**config.mk**
```make
export PLATFORM = sky130hd
export DESIGN_NAME = hazard_scoreboard
export DESIGN_NICKNAME = d
export VERILOG_FILES = /design/src/rtl/hazard_scoreboard.sv
export SDC_FILE = /design/constraint.sdc
export NUM_CORES = 1
export LEC_CHECK = 0
export CORE_MARGIN = 1.5
export CORE_UTILIZATION = 30
export DETAILED_ROUTE_END_ITERATION = 7
export SLEW_MARGIN = 0
export SYNTH_ARGS = -nofsm -noshare
export SYNTH_HDL_FRONTEND = slang
export SYNTH_SLANG_ARGS = --single-unit
export TNS_END_PERCENT = 50
```
**constraint.sdc**
```tcl
create_clock -name clk -period 4.6 [get_ports clk]
set_input_delay 1.38 -clock clk [delete_from_list [all_inputs] [get_ports clk]]
set_output_delay 1.38 -clock clk [all_outputs]
set_load 0.05 [all_outputs]
```
**src/rtl/hazard_scoreboard.sv**
```systemverilog
// hazard_scoreboard
// D-stage hazard detection for the five-stage MIPS pipeline. It keeps its own
// copy of the writers in flight in E, M and W as {we, wa, tnew} and counts
// their tnew down each cycle. From these it drives the D-stage stall and the
// D-stage forward selects that the beq/jr comparators use.
//
// Ports
//   clk, reset_n          rising-edge clock, asynchronous active-low reset
//   d_valid               D stage holds a real instruction
//   d_re1/d_ra1/d_tuse_rs rs read enable, address, cycles until it is consumed
//   d_re2/d_ra2/d_tuse_rt rt read enable, address, cycles until it is consumed
//   d_we/d_wa/d_tnew      GRF write enable, address, cycles after E until ready
//   flush                 kill the instruction entering E
//   stall                 freeze PC and F/D, put a bubble into E
//   fwd_rs_sel/fwd_rt_sel D-stage operand source: 0=GRF 1=E 2=M 3=W
//   e_tnew, m_tnew        current tnew of the E and M entries
//   stall_cnt, bubble_cnt only when HAZARD_STATS_EN is defined; they count
//                         stalled edges and edges that put a bubble into E
module hazard_scoreboard #(
    parameter int AW = 5,
    parameter int TW = 5
) (
    input  logic          clk,
    input  logic          reset_n,
    input  logic          d_valid,
    input  logic          d_re1,
    input  logic          d_re2,
    input  logic [AW-1:0] d_ra1,
    input  logic [AW-1:0] d_ra2,
    input  logic [TW-1:0] d_tuse_rs,
    input  logic [TW-1:0] d_tuse_rt,
    input  logic          d_we,
    input  logic [AW-1:0] d_wa,
    input  logic [TW-1:0] d_tnew,
    input  logic          flush,
    output logic          stall,
    output logic [1:0]    fwd_rs_sel,
    output logic [1:0]    fwd_rt_sel,
    output logic [TW-1:0] e_tnew,
    output logic [TW-1:0] m_tnew
`ifdef HAZARD_STATS_EN
    ,
    output logic [31:0]   stall_cnt,
    output logic [31:0]   bubble_cnt
`endif
);

    logic          e_we_q, e_we_d, m_we_q, m_we_d, w_we_q, w_we_d;
    logic [AW-1:0] e_wa_q, e_wa_d, m_wa_q, m_wa_d, w_wa_q, w_wa_d;
    logic [TW-1:0] e_tnew_q, e_tnew_d, m_tnew_q, m_tnew_d, w_tnew_q, w_tnew_d;

    logic rs_e, rs_m, rs_w, rt_e, rt_m, rt_w;
    logic stall_rs, stall_rt, bubble;

    function automatic logic [TW-1:0] sat_dec(input logic [TW-1:0] x);
        return (x == '0) ? '0 : x - TW'(1);
    endfunction

    // The youngest match decides. If it is not ready yet the operand reads the
    // GRF path here, and the downstream forward muxes pick it up later.
    function automatic logic [1:0] pick_sel(input logic me, input logic mm,
                                            input logic mw,
                                            input logic [TW-1:0] te,
                                            input logic [TW-1:0] tm,
                                            input logic [TW-1:0] tw);
        if (me)      return (te == '0) ? 2'd1 : 2'd0;
        else if (mm) return (tm == '0) ? 2'd2 : 2'd0;
        else if (mw) return (tw == '0) ? 2'd3 : 2'd0;
        else         return 2'd0;
    endfunction

    always_comb begin
        // $0 is hardwired, so it never creates a hazard.
        rs_e = d_valid & d_re1 & (d_ra1 != '0) & e_we_q & (e_wa_q == d_ra1);
        rs_m = d_valid & d_re1 & (d_ra1 != '0) & m_we_q & (m_wa_q == d_ra1);
        rs_w = d_valid & d_re1 & (d_ra1 != '0) & w_we_q & (w_wa_q == d_ra1);
        rt_e = d_valid & d_re2 & (d_ra2 != '0) & e_we_q & (e_wa_q == d_ra2);
        rt_m = d_valid & d_re2 & (d_ra2 != '0) & m_we_q & (m_wa_q == d_ra2);
        rt_w = d_valid & d_re2 & (d_ra2 != '0) & w_we_q & (w_wa_q == d_ra2);

        stall_rs = (rs_e & (e_tnew_q > d_tuse_rs)) |
                   (rs_m & (m_tnew_q > d_tuse_rs)) |
                   (rs_w & (w_tnew_q > d_tuse_rs));
        stall_rt = (rt_e & (e_tnew_q > d_tuse_rt)) |
                   (rt_m & (m_tnew_q > d_tuse_rt)) |
                   (rt_w & (w_tnew_q > d_tuse_rt));
        stall    = stall_rs | stall_rt;
        bubble   = stall | flush;

        fwd_rs_sel = pick_sel(rs_e, rs_m, rs_w, e_tnew_q, m_tnew_q, w_tnew_q);
        fwd_rt_sel = pick_sel(rt_e, rt_m, rt_w, e_tnew_q, m_tnew_q, w_tnew_q);
        e_tnew     = e_tnew_q;
        m_tnew     = m_tnew_q;
    end

    always_comb begin
        w_we_d   = m_we_q;
        w_wa_d   = m_wa_q;
        w_tnew_d = sat_dec(m_tnew_q);
        m_we_d   = e_we_q;
        m_wa_d   = e_wa_q;
        m_tnew_d = sat_dec(e_tnew_q);
        e_we_d   = 1'b0;
        e_wa_d   = '0;
        e_tnew_d = '0;
        if (!bubble) begin
            e_we_d   = d_we & d_valid;
            e_wa_d   = d_wa;
            e_tnew_d = d_tnew;
        end
    end

    always_ff @(posedge clk or negedge reset_n) begin
        if (!reset_n) begin
            e_we_q   <= 1'b0;
            e_wa_q   <= '0;
            e_tnew_q <= '0;
            m_we_q   <= 1'b0;
            m_wa_q   <= '0;
            m_tnew_q <= '0;
            w_we_q   <= 1'b0;
            w_wa_q   <= '0;
            w_tnew_q <= '0;
        end else begin
            e_we_q   <= e_we_d;
            e_wa_q   <= e_wa_d;
            e_tnew_q <= e_tnew_d;
            m_we_q   <= m_we_d;
            m_wa_q   <= m_wa_d;
            m_tnew_q <= m_tnew_d;
            w_we_q   <= w_we_d;
            w_wa_q   <= w_wa_d;
            w_tnew_q <= w_tnew_d;
        end
    end

`ifdef HAZARD_STATS_EN
    logic [31:0] stall_cnt_q, stall_cnt_d, bubble_cnt_q, bubble_cnt_d;

    always_comb begin
        stall_cnt_d  = stall  ? stall_cnt_q + 32'd1  : stall_cnt_q;
        bubble_cnt_d = bubble ? bubble_cnt_q + 32'd1 : bubble_cnt_q;
    end

    always_ff @(posedge clk or negedge reset_n) begin
        if (!reset_n) begin
            stall_cnt_q  <= '0;
            bubble_cnt_q <= '0;
        end else begin
            stall_cnt_q  <= stall_cnt_d;
            bubble_cnt_q <= bubble_cnt_d;
        end
    end

    assign stall_cnt  = stall_cnt_q;
    assign bubble_cnt = bubble_cnt_q;
`endif

endmodule

```
==> results.yml <==
outcome:
  status: "completed"
clocking:
  clkTransAtPathRegs_ps: 80
  cts.sinks: 33
  clk_latency_ps: 300
  htreeDepth: 2
  root_buffer: "clkbuf_8"
  cts_hold_buffers: 0
  cts_tree: "built"
  cts_buffers: 5
  clockBufferDepth: 2
yosys:
  synth_edf_count: 0
  async_flop_share: 1.000
  yosys-top-cells-count: "dfrtp_1, ha_1, xnor2_1, inv_1"
  post_synth_xor_area_fraction: 0.1283
  yosys.area_share.simple: 0.1739
  syn_nets: 303
  synth_top_area_share: 0.3667
  synth_mux_area_frac: 0.01889
  post-synth-top-count-cell: "dfrtp_1"
  synth_seq_cells: 33
  synth_top_family_by_area: "adder cells"
  synth_compound_area_frac: 0.08278
  yosysUniqueCellTypes: 29
  yosysTopAreaCell: "dfrtp_1"
  yosys_warnings: 0
  ys_seq_area_frac: 0.3667
  avgSynthCellArea_um2: 9.625
  synthTopCellsByArea: "dfrtp_1, ha_1, xnor2_1, inv_1, nor4_1"
  synth-adder-area-share: 0.1778
  ys.flop_type: "dfrtp_1"
  netlist_area_um2: 2252
  synthCells: 234
worst_setup_path:
  critPathMaxFanout: 2
  worstPathRequired_ps: 3220
  r2r-start: "w_wa_q[0]$_DFF_PN0_"
  cp-endpoint: "stall"
  crit_start: "d_ra2[0]"
  worstSetupPathType: "input port to primary output"
  max_stage_delay_ps: 550
  r2r_slack_ps: 2300
  arrival_ps: 3210
  path_cells: "buf_6 > buf_6 > xnor2_2 > nand3_1 > or4_4 > or4_4 > o2111ai_4 > or2_4 > buf_12"
  critical-path-slowest-cell: "or4_4"
  startpoint_type: "input port"
  r2r-end: "e_tnew[3]$_DFF_PN0_"
  rr_worst_depth: 8
  end_kind: "primary output"
grt:
  grt_pass1_vias: 2016
  antenna_found_initial: 0
  grt_max_degree: 34
  grt_usage: 0.1732
  grt-ovfl-total: 0
  grt_pass1_wl_mm: 10.32
power:
  combPwrFrac: 0.324
  intPower_mw: 0.6294
  p_leak_nw: 1.576
  clock_power_share: 0.303
  p_seq_frac: 0.373
  swShare: 0.3292
  switchingPower_mw: 0.3089
  ir_drop_v: 0.0001483
  power_density_nw_per_um2: 258.2
sta:
  finalSetupTns_ps: 0
  worstMarginPinSlew_ps: 708.6
  finalMaxSlewViolations: 0
  fin_worst_skew_ps: 7.233
  rsz0062_at_grt: "yes"
  setup_violations: 0
  finalCritPeriodShare: 0.9973
  hold_violations: 0
  period_minus_slack_ps: 4588
  relSlewSlack: 0.5240
  fmax_mhz: 218.0
  holdWs_ps: 400.3
placed_design:
  io_buffers: 51
  dp_hpwl_mm: 4.911
  place.gp.congestion: 0.9489
  dp.cells: 413
floorplan:
  row_count: 31
  initial_core_util: 0.3105
  die_height_um: 89.65
  die_area_um2: 8036
  coreArea_um2: 7253
  die_w_um: 89.65
  io-pin-count: 52
detailed_routing:
  drt_first_pass_iters: 4
  vias: 2079
  drc: 0
  routedWlPerCell_um: 15.94
  drtIter0Drc: 86
  antenna_left: 0
  vias_per_cell: 4.869
  totalWireLength_mm: 6.805
finish:
  drive_gt1_frac: 0.3232
  fin_cells: 427
  multi_input_area_um2: 1610
  postLayoutCoreUtil: 0.5009
  layout.nets: 396
  antenna_cells: 0
  syn2layout_area_growth_pct: 61.33
  fillCellCount: 675
  seq_area_um2: 825.8
job:
  maxCapViolCount: 0
worst_hold_path:
  hold_path_class: "register to register"
[logic make-up after synthesis]
family | count (synthesis)
xor gates and xnor gates | 33
AOI/OAI and AO/OA | 29
muxes | 4
buffers and inverters | 29
DFF | 33
and+or+nand+nor | 74
adders and majority gates | 32
[what timing repair did]
action / 4_1_cts / 5_1_grt
pin swaps: 33 / 13
gates resized for setup: 85 / 22
setup endpoints to repair: 5 / 3
buffers inserted: 4 / 2
[power groups by stage]
stage / logic [mW] / registers [mW] / clock network [mW]
2_1_floorplan: 0.117 / 0.363 / 0
3_3_place_gp: 0.247 / 0.348 / 0
3_5_place_dp: 0.252 / 0.349 / 0
4_1_cts: 0.285 / 0.350 / 0.287
5_1_grt: 0.332 / 0.353 / 0.301
6_report: 0.304 / 0.350 / 0.284
[registers in the layout, indices dropped and copies added, names as in the netlist]
name / cells
e_wa_q: 5
m_we_q: 1
w_wa_q: 5
w_tnew_q: 5
m_tnew: 5
e_we_q: 1
e_tnew: 5
w_we_q: 1
m_wa_q: 5
[per-layer routing]
layer / vias to the layer above / track usage / part of all wire
li1: 1013 / - / -
met1: 994 / 0.2413 / 0.46
met2: 57 / 0.2720 / 0.48
met3: 15 / 0.02925 / 0.028
met4: 0 / 0.06014 / 0.027
met5: - / 0 / 0
[how the worst min path moves through the flow]
stage / from / end / cells past startpoint
4_1_cts: m_we_q$_DFF_PN0_ / w_we_q$_DFF_PN0_ / 0
6_report: m_we_q$_DFF_PN0_ / w_we_q$_DFF_PN0_ / 0
3_5_place_dp: m_we_q$_DFF_PN0_ / w_we_q$_DFF_PN0_ / 0
3_3_place_gp: m_we_q$_DFF_PN0_ / w_we_q$_DFF_PN0_ / 0
2_1_floorplan: e_we_q$_DFF_PN0_ / m_we_q$_DFF_PN0_ / 0
5_1_grt: m_we_q$_DFF_PN0_ / w_we_q$_DFF_PN0_ / 0
[worst max-delay path: cells and delay by family]
kind,cells,cell delay [ps]
buf+inv,3,340
simple gates,4,1300
compound gates,1,90
xor+xnor,1,110
[metrics by stage]
stage | power, mW | setup slack, ps | cell area [um^2]
detailed placement | 0.6006 | -397.4 | 3158
global placement | 0.5953 | -400.7 | 3158
global route | 0.9859 | -24.33 | 3633
CTS | 0.9214 | -88.11 | 3531
finish | 0.9383 | 12.30 | 3633
floorplan | 0.4799 | 87.94 | 2252
[placed cells by master (no fill, tap or decap), types with 3 or more instances in the layout]
cell type	instances
a211oi_2	3
a21oi_1	8
a21oi_2	3
buf_12	5
buf_4	31
buf_6	11
clkbuf_8	5
clkdlybuf4s15_1	3
clkdlybuf4s50_1	23
dfrtp_1	33
dlygate4sd2_1	11
dlymetal6s2s_1	3
ha_1	19
ha_4	13
inv_1	18
inv_2	8
nand2_1	12
nand3_1	7
nand4_1	6
nor2_1	10
nor2b_1	4
nor3_1	6
nor4_1	12
o211ai_1	3
o21ai_2	3
or4_4	4
xnor2_1	27
xor2_1	4
[layout make-up]
cell class,instances,share of cell area
Clock buffer,5,0.01894
Clock inverter,3,0.01274
Multi-Input combinational cell,172,0.4432
Inverter,26,0.02686
Timing Repair Buffer,89,0.2369
Tap cell,99,0.03409
Sequential cell,33,0.2273
No activity file was read; power rests on OpenSTA's default activity.
